--- src/rtl/merge7_pkg.sv ---
// Shared types for the merge7 packet merge: flit layout and arbiter FSM states.
package merge7_pkg;
  localparam int TAIL_BIT = 8;

  typedef struct packed {
    logic       tail;
    logic [7:0] payload;
  } flit_t;

  typedef enum logic [1:0] {
    IDLE  = 2'd0,
    LOCK0 = 2'd1,
    LOCK1 = 2'd2
  } state_e;
endpackage

--- src/rtl/merge7_arbiter_if.sv ---
// Flit/winner-index bundle for merge7_arbiter; slave is the arbiter's view.
interface merge7_arbiter_if
  import merge7_pkg::*;
#(
  parameter int W = $bits(flit_t)
);
  logic [W-1:0] in0_data;
  logic         in0_valid;
  logic         in0_ready;
  logic [W-1:0] in1_data;
  logic         in1_valid;
  logic         in1_ready;
  logic [W-1:0] out_data;
  logic         out_valid;
  logic         out_ready;
  logic         s_data;
  logic         s_valid;
  logic         s_ready;

  modport slave (
    input  in0_data, in0_valid, in1_data, in1_valid, out_ready, s_ready,
    output in0_ready, in1_ready, out_data, out_valid, s_data, s_valid
  );

  modport master (
    output in0_data, in0_valid, in1_data, in1_valid, out_ready, s_ready,
    input  in0_ready, in1_ready, out_data, out_valid, s_data, s_valid
  );
endinterface

--- src/rtl/merge7_fifo.sv ---
// Shift-register FIFO with registered head data/valid; head always sits in slot 0.
module merge7_fifo #(
  parameter int W     = 9,
  parameter int DEPTH = 2
) (
  input  logic                       clk,
  input  logic                       rst,
  input  logic                       push,
  input  logic [W-1:0]               push_data,
  input  logic                       ready,
  output logic                       valid,
  output logic [W-1:0]               data,
  output logic [$clog2(DEPTH+1)-1:0] count
);
  localparam int CW = $clog2(DEPTH + 1);

  logic [W-1:0]  mem   [DEPTH];
  logic [W-1:0]  mem_n [DEPTH];
  logic [CW-1:0] cnt_n, wr_idx;
  logic          pop;

  assign pop    = valid && ready;
  assign wr_idx = count - CW'(pop);
  assign cnt_n  = count + CW'(push) - CW'(pop);
  assign data   = mem[0];

  // Vacated slots are zeroed so an empty FIFO presents data 0.
  always_comb begin
    for (int i = 0; i < DEPTH; i++) mem_n[i] = mem[i];
    if (pop) begin
      for (int i = 0; i < DEPTH - 1; i++) mem_n[i] = mem[i + 1];
      mem_n[DEPTH-1] = '0;
    end
    if (push)
      for (int i = 0; i < DEPTH; i++)
        if (wr_idx == CW'(i)) mem_n[i] = push_data;
  end

  always_ff @(posedge clk or posedge rst) begin
    if (rst) begin
      count <= '0;
      valid <= 1'b0;
      for (int i = 0; i < DEPTH; i++) mem[i] <= '0;
    end else begin
      count <= cnt_n;
      valid <= (cnt_n != '0);
      for (int i = 0; i < DEPTH; i++) mem[i] <= mem_n[i];
    end
  end
endmodule

--- src/rtl/merge7_arbiter.sv ---
// Two-input per-packet round-robin merge with a winner-index side stream.
// Define MERGE7_PKT_CNT_EN to add per-input completed-packet counters.
module merge7_arbiter
  import merge7_pkg::*;
#(
  parameter int W     = 9,
  parameter int DEPTH = 2
`ifdef MERGE7_PKT_CNT_EN
  ,
  parameter int CNT_W = 16
`endif
) (
  input logic CLK,
  input logic RESET,
  merge7_arbiter_if.slave io
`ifdef MERGE7_PKT_CNT_EN
  ,
  output logic [CNT_W-1:0] pkt_cnt0,
  output logic [CNT_W-1:0] pkt_cnt1
`endif
);
  localparam int CW = $clog2(DEPTH + 1);

  state_e        state;
  logic          prio, gnt, s_push, room, s_room;
  logic          xfer0, xfer1, push, tail;
  logic [W-1:0]  flit;
  logic [CW-1:0] out_cnt, s_cnt;

  // Readies come only from registered state and counts, never from out_ready/s_ready.
  assign room         = out_cnt < CW'(DEPTH);
  assign s_room       = s_cnt < CW'(DEPTH);
  assign io.in0_ready = (state == LOCK0) && room;
  assign io.in1_ready = (state == LOCK1) && room;
  assign xfer0        = io.in0_valid && io.in0_ready;
  assign xfer1        = io.in1_valid && io.in1_ready;
  assign push         = xfer0 || xfer1;
  assign flit         = (state == LOCK1) ? io.in1_data : io.in0_data;
  assign tail         = flit[TAIL_BIT];

  assign gnt    = (io.in0_valid && io.in1_valid) ? prio : io.in1_valid;
  assign s_push = (state == IDLE) && (io.in0_valid || io.in1_valid) && s_room;

  always_ff @(posedge CLK or posedge RESET) begin
    if (RESET) begin
      state <= IDLE;
      prio  <= 1'b0;
    end else begin
      case (state)
        IDLE:  if (s_push) state <= gnt ? LOCK1 : LOCK0;
        LOCK0: if (xfer0 && tail) begin state <= IDLE; prio <= 1'b1; end
        LOCK1: if (xfer1 && tail) begin state <= IDLE; prio <= 1'b0; end
        default: state <= IDLE;
      endcase
    end
  end

  merge7_fifo #(.W(W), .DEPTH(DEPTH)) u_out_fifo (
    .clk(CLK), .rst(RESET), .push(push), .push_data(flit), .ready(io.out_ready),
    .valid(io.out_valid), .data(io.out_data), .count(out_cnt)
  );

  merge7_fifo #(.W(1), .DEPTH(DEPTH)) u_s_fifo (
    .clk(CLK), .rst(RESET), .push(s_push), .push_data(gnt), .ready(io.s_ready),
    .valid(io.s_valid), .data(io.s_data), .count(s_cnt)
  );

`ifdef MERGE7_PKT_CNT_EN
  always_ff @(posedge CLK or posedge RESET) begin
    if (RESET) begin
      pkt_cnt0 <= '0;
      pkt_cnt1 <= '0;
    end else begin
      if (xfer0 && tail) pkt_cnt0 <= pkt_cnt0 + 1'b1;
      if (xfer1 && tail) pkt_cnt1 <= pkt_cnt1 + 1'b1;
    end
  end
`endif
endmodule

--- src/flat_wrapper.sv ---
// flat-port wrapper written by rule: the top's interface ports become plain ports
module merge7_arbiter_flat import merge7_pkg::*;
#(
  parameter int W     = 9,
  parameter int DEPTH = 2

)
  (CLK, RESET, io_in0_data, io_in0_valid, io_in1_data, io_in1_valid, io_out_ready, io_s_ready, io_in0_ready, io_in1_ready, io_out_data, io_out_valid, io_s_data, io_s_valid);
  merge7_arbiter_if #(.W(W)) io_i ();
  input logic CLK;
  input logic RESET;
  input wire logic [$bits(io_i.in0_data)-1:0] io_in0_data;
  input wire logic [$bits(io_i.in0_valid)-1:0] io_in0_valid;
  input wire logic [$bits(io_i.in1_data)-1:0] io_in1_data;
  input wire logic [$bits(io_i.in1_valid)-1:0] io_in1_valid;
  input wire logic [$bits(io_i.out_ready)-1:0] io_out_ready;
  input wire logic [$bits(io_i.s_ready)-1:0] io_s_ready;
  output wire logic [$bits(io_i.in0_ready)-1:0] io_in0_ready;
  output wire logic [$bits(io_i.in1_ready)-1:0] io_in1_ready;
  output wire logic [$bits(io_i.out_data)-1:0] io_out_data;
  output wire logic [$bits(io_i.out_valid)-1:0] io_out_valid;
  output wire logic [$bits(io_i.s_data)-1:0] io_s_data;
  output wire logic [$bits(io_i.s_valid)-1:0] io_s_valid;
  assign io_i.in0_data = io_in0_data;
  assign io_i.in0_valid = io_in0_valid;
  assign io_i.in1_data = io_in1_data;
  assign io_i.in1_valid = io_in1_valid;
  assign io_i.out_ready = io_out_ready;
  assign io_i.s_ready = io_s_ready;
  assign io_in0_ready = io_i.in0_ready;
  assign io_in1_ready = io_i.in1_ready;
  assign io_out_data = io_i.out_data;
  assign io_out_valid = io_i.out_valid;
  assign io_s_data = io_i.s_data;
  assign io_s_valid = io_i.s_valid;
  merge7_arbiter #(.W(W), .DEPTH(DEPTH)) u_core (.CLK(CLK), .RESET(RESET), .io(io_i));
endmodule
--- config.mk ---
export PLATFORM = sky130hd
export DESIGN_NAME = merge7_arbiter_flat
export DESIGN_NICKNAME = d
export VERILOG_FILES = /design/src/rtl/merge7_pkg.sv /design/src/rtl/merge7_arbiter_if.sv /design/src/rtl/merge7_fifo.sv /design/src/rtl/merge7_arbiter.sv /design/src/flat_wrapper.sv
export SDC_FILE = /design/constraint.sdc
export NUM_CORES = 1
export LEC_CHECK = 0
export ABC_CLOCK_PERIOD_IN_PS = 4400
export BUFFER_PORTS_ARGS = -buffer_cell sky130_fd_sc_hd__clkbuf_2
export CORE_MARGIN = 4
export CORE_UTILIZATION = 43
export CTS_CLUSTER_SIZE = 25
export DETAILED_ROUTE_END_ITERATION = 12
export PLACE_DENSITY = 0.7
export SYNTH_ARGS = -nofsm -noshare
export SYNTH_HDL_FRONTEND = slang
export SYNTH_SLANG_ARGS = --single-unit
export TNS_END_PERCENT = 20
--- constraint.sdc ---
create_clock -name CLK -period 4.4 [get_ports CLK]
set_input_delay 1.32 -clock CLK [delete_from_list [all_inputs] [get_ports CLK]]
set_output_delay 1.32 -clock CLK [all_outputs]
set_load 0.01 [all_outputs]
==> run_results.csv <==
group,metric,value,unit
global_route,gr-total-overflow,0,
logic_synthesis,yosysSeqAreaShare,44.8,%
clocking,clockBufferDepth,2,
run_status,status,"finished clean",
clocking,h-tree-depth,2,
route,wl_per_cell,14.5,um
floorplan,chipWidth,69.4,um
sta,final_hold_viol_count,0,
sta,setup-violations-final,0,
critical_path,slowest_stage,"nand2b_1",
logic_synthesis,synth_top_area_share,44.8,%
power_and_ir_drop,p_sw_share,36.3,%
finish,n_fill_cell,328,
sta,tns,0,ns
power_and_ir_drop,p_seq_share,39.5,%
clocking,hold_buffers,0,
route,drt_pre_antenna_iters,4,
logic_synthesis,synth.avg_cell_area,11.1,um^2
route,via_per_inst,5.11,
clocking,cts-root-buf,"clkbuf_8",
floorplan,dieArea,4820,um^2
critical_path,cp_top_family,"simple AND/OR/NAND/NOR gates",
power_and_ir_drop,p_per_area,580,nW/um^2
critical_path,crit_chain,"nand2b_1 > nor2_1 > clkbuf_2",
finish,stdcell_count,223,
critical_path,critPathKind,"flip-flop to primary output",
finish,utilization,50.9,%
route,drtIter0Drc,28,
floorplan,start_util,44.3,%
finish,area.sequential,726,um^2
clocking,clkLatencyLatePin,0.27,ns
sta,rsz0062_at_grt,"no",
power_and_ir_drop,internal_power,0.688,mW
sta,worstMarginPinSlew,1.11,ns
sta,slew_headroom,26.1,%
place,globalplace.congestion,0.756,
logic_synthesis,synth.area.top_cells,"dfrtp_1 45%, mux2i_1 24%, buf_4 4.6%, ha_1 4.6%, nand2_1 3.2%",
logic_synthesis,synthCells,146,
logic_synthesis,synth_edf_count,0,
logic_synthesis,synthArstFlopShare,100,%
finish,fin_area,1860,um^2
power_and_ir_drop,switchingPower,0.392,mW
critical_path,required,3.08,ns
logic_synthesis,synth-seq-cells,29,
clocking,clock-sinks,29,
finish,multi_input_area,754,um^2
critical_path,startpoint_type,"flip-flop",
floorplan,die_h,69.4,um
floorplan,ios,38,
critical_path,cp_num_buf_inv,1,
floorplan,std_cell_rows,22,
place,place_area,1780,um^2
sta,fin_crit_sh,67.1,%
route,wl,3230,um
sta,min_period,2.95,ns
sta,maxSlewViolCount,0,
logic_synthesis,synth_nets,176,
power_and_ir_drop,leakage,1.05,nW
power_and_ir_drop,clockPowerShare,19.7,%
route,via_count,1139,
critical_path,endpoint_kind,"primary output",
power_and_ir_drop,p_comb_share,40.8,%
global_route,grt_max_degree,30,
worst_hold_path,worstHoldPathType,"flip-flop to flip-flop",
logic_synthesis,syn-cell-area,1620,um^2
clocking,clkTransAtPathRegs,0.06,ns
place,io_buffers,37,
sta,worst_clock_skew,0.00315,ns
global_route,grt_pass1_wl,5600,um
logic_synthesis,ys.flop_type,"dfrtp_1",
power_and_ir_drop,max-vdd-ir-drop,0.000201,V
clocking,cts_setup_buffers,0,
clocking,tritoncts,"yes",
critical_path,cp_max_fo,10,
logic_synthesis,yosysMostFrequentCell,"mux2i_1",
global_route,grt_pass1_vias,1235,
sta,worst_slack,1.45,ns
clocking,cts-resized-gates,0,
finish,final_net_count,205,
floorplan,core_area,3660,um^2
logic_synthesis,synth_common_cells,"39 x mux2i_1, 29 x dfrtp_1, 14 x nand2_1",
global_route,antenna_found_initial,0,
route,ant_nets,0,
finish,insertedDiodeCount,0,
critical_path,arrival,1.63,ns
logic_synthesis,yosysTopAreaCell,"dfrtp_1",
logic_synthesis,ys_warn_count,0,
sta,fmax,339,MHz
global_route,track_usage,14.8,%
place,pre_cts_slack,1.30,ns
route,drc,0,
logic_synthesis,ys_types,26,
run,drv_cap,0,
critical_path,slowest_delay,0.49,ns
place,placed_cells,216,
clocking,cts_buffers,5,
finish,area_delta_synth_final,15.0,%
finish,drive_above_1_share,27.4,%
place,hpwl,2310,um
[kinds of logic after synthesis]
group | after synthesis | share of synthesized area (%)
compound gates | 14 | 6.17
xor+xnor | 4 | 2.16
fa+ha+maj | 6 | 4.63
buf+inv | 28 | 9.49
flops | 29 | 44.8
mux | 39 | 24.1
simple gates | 26 | 8.72
[worst paths after layout]
kind | startpoint | to | slack [ns] | cells after the start
setup / recovery | u_core.state[0]$_DFFE_PP0P_ | io_in1_ready | 1.45 | 3
hold / removal | u_core.u_s_fifo.count[1]$_DFF_PP0_ | u_core.u_s_fifo.count[1]$_DFF_PP0_ | 0.52 | 1
setup reg to reg | u_core.state[0]$_DFFE_PP0P_ | u_core.u_s_fifo.valid$_DFF_PP0_ | 2.07 | 8
hold reg to reg | u_core.u_s_fifo.count[1]$_DFF_PP0_ | u_core.u_s_fifo.count[1]$_DFF_PP0_ | 0.52 | 1
max in group asynchronous | RESET | u_core.u_s_fifo.mem[0]$_DFF_PP0_ | 2.43 | 2
min in group asynchronous | RESET | u_core.u_out_fifo.data[4]$_DFF_PP0_ | 1.31 | 2
[flip-flops by register name (all words and copies together) (netlist names), 2 cells and up]
signal,cells
u_core.u_out_fifo.count,2
u_core.u_s_fifo.count,2
u_core.state,2
u_core.u_out_fifo.mem,9
u_core.u_out_fifo.data,9
[cell type report]
class	count	share of cell area, %
clock buffer	7	4.63
multi-input combinational	89	40.5
inverter	12	2.42
timing repair buffer	38	10.3
tap	48	3.22
sequential	29	38.9
[power by group through the flow]
| stage | combinational (mW) | clock (mW) | sequential [mW] |
|---|---|---|---|
| detailed placement | 0.439 | 0 | 0.429 |
| global placement | 0.415 | 0 | 0.423 |
| finish | 0.441 | 0.213 | 0.427 |
| global route | 0.498 | 0.236 | 0.440 |
| CTS | 0.446 | 0.222 | 0.426 |
| floorplan | 0.370 | 0 | 0.399 |
[metal layers]
metal,track usage (%),vias to the layer above,share of wire [%]
li1,-,550,-
met1,16.1,550,38
met2,25.2,31,53
met3,5.07,8,5.1
met4,7.81,0,3.2
met5,0,-,0
[cell usage in the layout, fill, tap and decap left out, drive strengths merged, types with 3 or more instances in the layout]
cell    count
inv        12
xnor2       4
a21oi       4
dfrtp      29
nand3b      3
ha          6
o21ai       3
o211ai      3
clkbuf     44
nand2      14
mux2i      39
[per-stage QoR]
stage	hold slack, ns	power, mW
finish	0.520	1.08
global route	0.542	1.17
CTS	0.510	1.09
detailed placement	0.496	0.868
global placement	0.494	0.838
floorplan	0.459	0.770
No activity file was read; power rests on OpenSTA's default activity.
